===== src/rtl/conv_enc_213.sv =====
// Framed (2,1,3) rate-1/2 convolutional encoder with zero-tail termination.
// Information bits arrive over valid/ready; coded symbols leave through a held valid/ack register.
module conv_enc_213 #(
  parameter int         N  = 64,
  parameter int         M  = 3,
  parameter logic [3:0] G0 = 4'b1111,
  parameter logic [3:0] G1 = 4'b1101
) (
  input  logic       clock,
  input  logic       reset,
  input  logic       start,
  input  logic       din,
  input  logic       din_valid,
  output logic       din_ready,
  output logic [1:0] sym_out,
  output logic       sym_valid,
  input  logic       sym_ack,
  output logic       seq_ready,
  output logic       frame_done,
  output logic       busy
);

  typedef enum logic [1:0] {
    ST_IDLE   = 2'd0,
    ST_ENCODE = 2'd1,
    ST_FLUSH  = 2'd2,
    ST_DRAIN  = 2'd3
  } state_t;

  localparam logic [8:0] LAST_BIT  = 9'(N - 1);
  localparam logic [1:0] LAST_TAIL = 2'(M - 1);

  function automatic logic parity4(input logic [3:0] v);
    return ^v;
  endfunction

  // Tap window puts the current bit at G[3] and the oldest history bit at G[0].
  function automatic logic [1:0] encode_sym(input logic u, input logic [2:0] s);
    logic [3:0] w;
    w = {u, s[0], s[1], s[2]};
    return {parity4(G0 & w), parity4(G1 & w)};
  endfunction

  state_t     state_r;
  state_t     state_s;
  logic [2:0] shreg_r;
  logic [8:0] bit_cnt_r;
  logic [1:0] tail_cnt_r;
  logic [1:0] sym_out_r;
  logic       sym_valid_r;
  logic       seq_ready_r;
  logic       frame_done_r;
  logic       slot_s;
  logic       enc_load_s;
  logic       tail_load_s;
  logic       load_s;
  logic       u_s;
  logic       din_ready_s;
  logic       drain_done_s;

  // Next-state and per-cycle load decisions.
  always_comb begin
    state_s      = state_r;
    slot_s       = !sym_valid_r || sym_ack;
    enc_load_s   = 1'b0;
    tail_load_s  = 1'b0;
    u_s          = 1'b0;
    din_ready_s  = 1'b0;
    drain_done_s = 1'b0;
    case (state_r)
      ST_IDLE: begin
        if (start) begin
          state_s = ST_ENCODE;
        end else begin
          state_s = ST_IDLE;
        end
      end
      ST_ENCODE: begin
        din_ready_s = slot_s;
        if (din_valid && slot_s) begin
          enc_load_s = 1'b1;
          u_s        = din;
          if (bit_cnt_r == LAST_BIT) begin
            state_s = ST_FLUSH;
          end else begin
            state_s = ST_ENCODE;
          end
        end else begin
          state_s = ST_ENCODE;
        end
      end
      ST_FLUSH: begin
        if (slot_s) begin
          tail_load_s = 1'b1;
          if (tail_cnt_r == LAST_TAIL) begin
            state_s = ST_DRAIN;
          end else begin
            state_s = ST_FLUSH;
          end
        end else begin
          state_s = ST_FLUSH;
        end
      end
      ST_DRAIN: begin
        if (sym_valid_r && sym_ack) begin
          drain_done_s = 1'b1;
          state_s      = ST_IDLE;
        end else begin
          state_s = ST_DRAIN;
        end
      end
      default: begin
        state_s = ST_IDLE;
      end
    endcase
    load_s = enc_load_s || tail_load_s;
  end

  // State, trellis history, counters and the symbol register.
  always_ff @(posedge clock) begin
    if (reset) begin
      state_r    <= ST_IDLE;
      shreg_r    <= 3'b000;
      bit_cnt_r  <= 9'd0;
      tail_cnt_r <= 2'd0;
      sym_out_r  <= 2'b00;
    end else begin
      state_r <= state_s;
      if (load_s) begin
        shreg_r   <= {shreg_r[1:0], u_s};
        sym_out_r <= encode_sym(u_s, shreg_r);
      end else if (drain_done_s) begin
        shreg_r <= 3'b000;
      end
      if (drain_done_s) begin
        bit_cnt_r  <= 9'd0;
        tail_cnt_r <= 2'd0;
      end else begin
        if (enc_load_s) begin
          bit_cnt_r <= bit_cnt_r + 9'd1;
        end
        if (tail_load_s) begin
          tail_cnt_r <= tail_cnt_r + 2'd1;
        end
      end
    end
  end

  // Handshake and frame status flags; a same-cycle ack and load keeps sym_valid high.
  always_ff @(posedge clock) begin
    if (reset) begin
      sym_valid_r  <= 1'b0;
      seq_ready_r  <= 1'b0;
      frame_done_r <= 1'b0;
    end else begin
      if (load_s) begin
        sym_valid_r <= 1'b1;
      end else if (sym_ack) begin
        sym_valid_r <= 1'b0;
      end
      if (drain_done_s) begin
        seq_ready_r <= 1'b0;
      end else if (load_s) begin
        seq_ready_r <= 1'b1;
      end
      frame_done_r <= drain_done_s;
    end
  end

  assign din_ready  = din_ready_s;
  assign sym_out    = sym_out_r;
  assign sym_valid  = sym_valid_r;
  assign seq_ready  = seq_ready_r;
  assign frame_done = frame_done_r;
  assign busy       = (state_r != ST_IDLE);

endmodule


===== config.mk =====
export PLATFORM = sky130hd
export DESIGN_NAME = conv_enc_213
export DESIGN_NICKNAME = d
export VERILOG_FILES = /design/src/rtl/conv_enc_213.sv
export SDC_FILE = /design/constraint.sdc
export NUM_CORES = 1
export LEC_CHECK = 0
export ABC_AREA = 1
export CORE_ASPECT_RATIO = 0.75
export CORE_MARGIN = 1
export CORE_UTILIZATION = 35
export CTS_BUF_LIST = sky130_fd_sc_hd__clkbuf_16
export DETAILED_ROUTE_END_ITERATION = 8
export MAX_ROUTING_LAYER = met4
export PLACE_DENSITY_LB_ADDON = 0.05
export SYNTH_ARGS = -nofsm -noshare
export SYNTH_HDL_FRONTEND = slang
export SYNTH_SLANG_ARGS = --single-unit

===== constraint.sdc =====
create_clock -name clock -period 2.4 [get_ports clock]
set_input_delay 0.48 -clock clock [delete_from_list [all_inputs] [get_ports clock]]
set_output_delay 0.48 -clock clock [all_outputs]
set_load 0.02 [all_outputs]

==> results_dict.tcl <==
set metrics [dict create \
    antenna_found_initial 0 \
    yosys.area.top_type "dfxtp_1" \
    max_freq_ghz 0.505 \
    met1_length_um 1260 \
    final_common_cell "nand2_1" \
    synth_compound_gate_area_share 0.151 \
    gp_congestion 0.832 \
    htreeDepth 1 \
    syn-num-nets 150 \
    die_h_um 49.7 \
    peakVddDrop_v 0.000457 \
    power_density_nw_per_um2 616 \
    synth.area.top_cells "dfxtp_1 (40%), nand2_1 (8.1%), inv_1 (7.8%), nand3_1 (5.7%), a21oi_1 (5.2%)" \
    ff2ff_setup_slack_ns 0.91 \
    path_max_fanout 2 \
    slew_headroom 0.803 \
    drt_iter0_markers 28 \
    ant_nets 0 \
    nets 169 \
    finalSetupViolCount 0 \
    cts_buffers 3 \
    drv_cap 0 \
    tritoncts "done" \
    slew_violations 0 \
    grt_pass1_wl_um 3940 \
    grt_max_degree 13 \
    crit_path_start_kind "input port" \
    end_kind "primary output" \
    grt_use_total 0.161 \
    gr-total-overflow 0 \
    grt_pass1_vias 895 \
    crit_path_end "din_ready" \
    dieArea_um2 3250 \
    start_util 0.386 \
    worst_pin_slew_ns 0.295 \
    dp_cells 192 \
    vias 940 \
    r2r_end "state_r[0]" \
    drive_gt1_frac 0.131 \
    status "complete, no violations" \
    yosys.area_share.simple 0.309 \
    utilization 0.482 \
    final.setup.tns_ns 0 \
    synth_top_family_by_area "simple AND/OR/NAND/NOR gates" \
    critPathKind "input port to primary output" \
    top_layer_used "met4" \
    met2_wirelength_um 809 \
    netlist_instances 142 \
    fin_total_pwr_uw 815 \
    pin_count 13 \
    n_antenna_cell 0 \
    cp_data_required_time_ns 1.92 \
    syn_area_per_cell_um2 7.46 \
    port-buffer-count 12 \
    rr_startpoint "bit_cnt_r[0]" \
    yosysTopAreaCellShare 0.397 \
    fin_crit_ns 1.98 \
    drc_errors 0 \
    synthAdderAreaFrac 0.0236 \
    rsz0062_at_grt "false" \
    finalWirelength_um 2160 \
    clkSinkCount 21 \
    yosys_register_bits 21 \
    final_cell_mix "nand2_1 (23), inv_1 (22), dfxtp_1 (21), nor2_1 (13), nand3_1 (12)" \
    finClkSkew_ns 0.00402 \
    synth.yosys.seq_area_share 0.397 \
    yosys_warnings 0 \
    root_buffer "clkbuf_16" \
    wl_per_cell_um 11.0 \
    hold_violations 0 \
    crit_arrival_ns 1.50 \
    hpwlAfterDp_um 1660 \
    hp-class "flop to flop" \
    syn_to_final_growth_pct 24.8 \
    placementRows 16 \
    die_w_um 65.5 \
    clk_pin_slew_ns 0.06 \
    synth_area_um2 1060 \
    synth.area.mux_share 0 \
    startpoint "sym_ack" \
    yosys.area_share.xor_xnor 0.0248 \
    ys_types 25 \
    clockBufferDepth 2 \
    clock_latency_ns 0.25 \
    wl_met3_um 80 \
    period_share 0.825 \
    fin_cells 196 \
    r2r_cells 8 \
    core_um2 2740 \
    leakage_nw 0.589 \
    firstDrtPassIters 4 \
    vias_per_cell 4.80 \
]
## routing by layer
metal	vias to the layer above	track usage
met1	419	0.237
met4	0	0.0217
met3	2	0.0417
met5	-	-
met2	19	0.225
li1	500	-
## worst min path at each step
stage / start / end / depth (start not counted)
6_report: bit_cnt_r[4] / bit_cnt_r[4] / 1
2_1_floorplan: bit_cnt_r[4] / bit_cnt_r[4] / 1
3_3_place_gp: bit_cnt_r[4] / bit_cnt_r[4] / 1
3_5_place_dp: bit_cnt_r[4] / bit_cnt_r[4] / 1
4_1_cts: bit_cnt_r[4] / bit_cnt_r[4] / 1
5_1_grt: bit_cnt_r[4] / bit_cnt_r[4] / 1
## kinds of logic (layout without fill, tap and decap cells)
group,after synthesis,count (layout)
AO/OA/AOI/OAI,27,27
XOR/XNOR,3,3
adder cells (fa/ha/maj),2,2
buffers and inverters,26,44
flip-flops,21,21
AND/OR/NAND/NOR,63,63
## final cells by class
type | instances | area [um2]
fillers | 282 | 1420
multi-input cells | 95 | 539
flip-flops and latches | 21 | 420
repair buffers | 14 | 138
inverters | 26 | 100
clock buffers | 3 | 75.1
well taps | 36 | 45.0
clock inverters | 1 | 5.00
## synthesized netlist by cell type (all sizes together)
cell,count
inv,26
a21oi,13
nand3,13
ha,2
nand2,26
nor2,16
a211oi,2
o21a,1
o21bai,1
nand4,5
xor2,3
o21ai,10
nor3,2
dfxtp,21
nand3b,1
## flip-flops by register name, indices dropped and copies added (netlist names)
name / flops
shreg_r: 3
seq_ready: 1
tail_cnt_r: 2
sym_valid: 1
bit_cnt_r: 9
sym_out: 2
frame_done: 1
state_r: 2
## power breakdown
group	internal, mW	total [mW]	switching, mW
clock network	0.224	0.357	0.133
logic	0.0380	0.0930	0.0550
registers	0.358	0.365	0.00743
total	0.620	0.815	0.195
## metrics by stage
stage / worst slack [ns] / hold WS (ns) / area (um2)
2_1_floorplan: 0.946 / 0.441 / 1060
3_3_place_gp: 0.0392 / 0.454 / 1240
3_5_place_dp: 0.0491 / 0.456 / 1240
4_1_cts: 0.0303 / 0.470 / 1320
5_1_grt: 0.341 / 0.486 / 1320
6_report: 0.419 / 0.463 / 1320
## what timing repair did
item	CTS	global route
setup buffers	0	0
gates resized for setup	0	1
hold buffers	0	0
setup endpoints to repair	0	1
## critical path, stage by stage
cell	delay, ns
clkdlybuf4s50_1	0.49
inv_1	0.06
nand2_1	0.07
inv_1	0.05
nor2_1	0.11
dlymetal6s2s_1	0.23
Note: power is estimated with default switching activity, not from simulation.
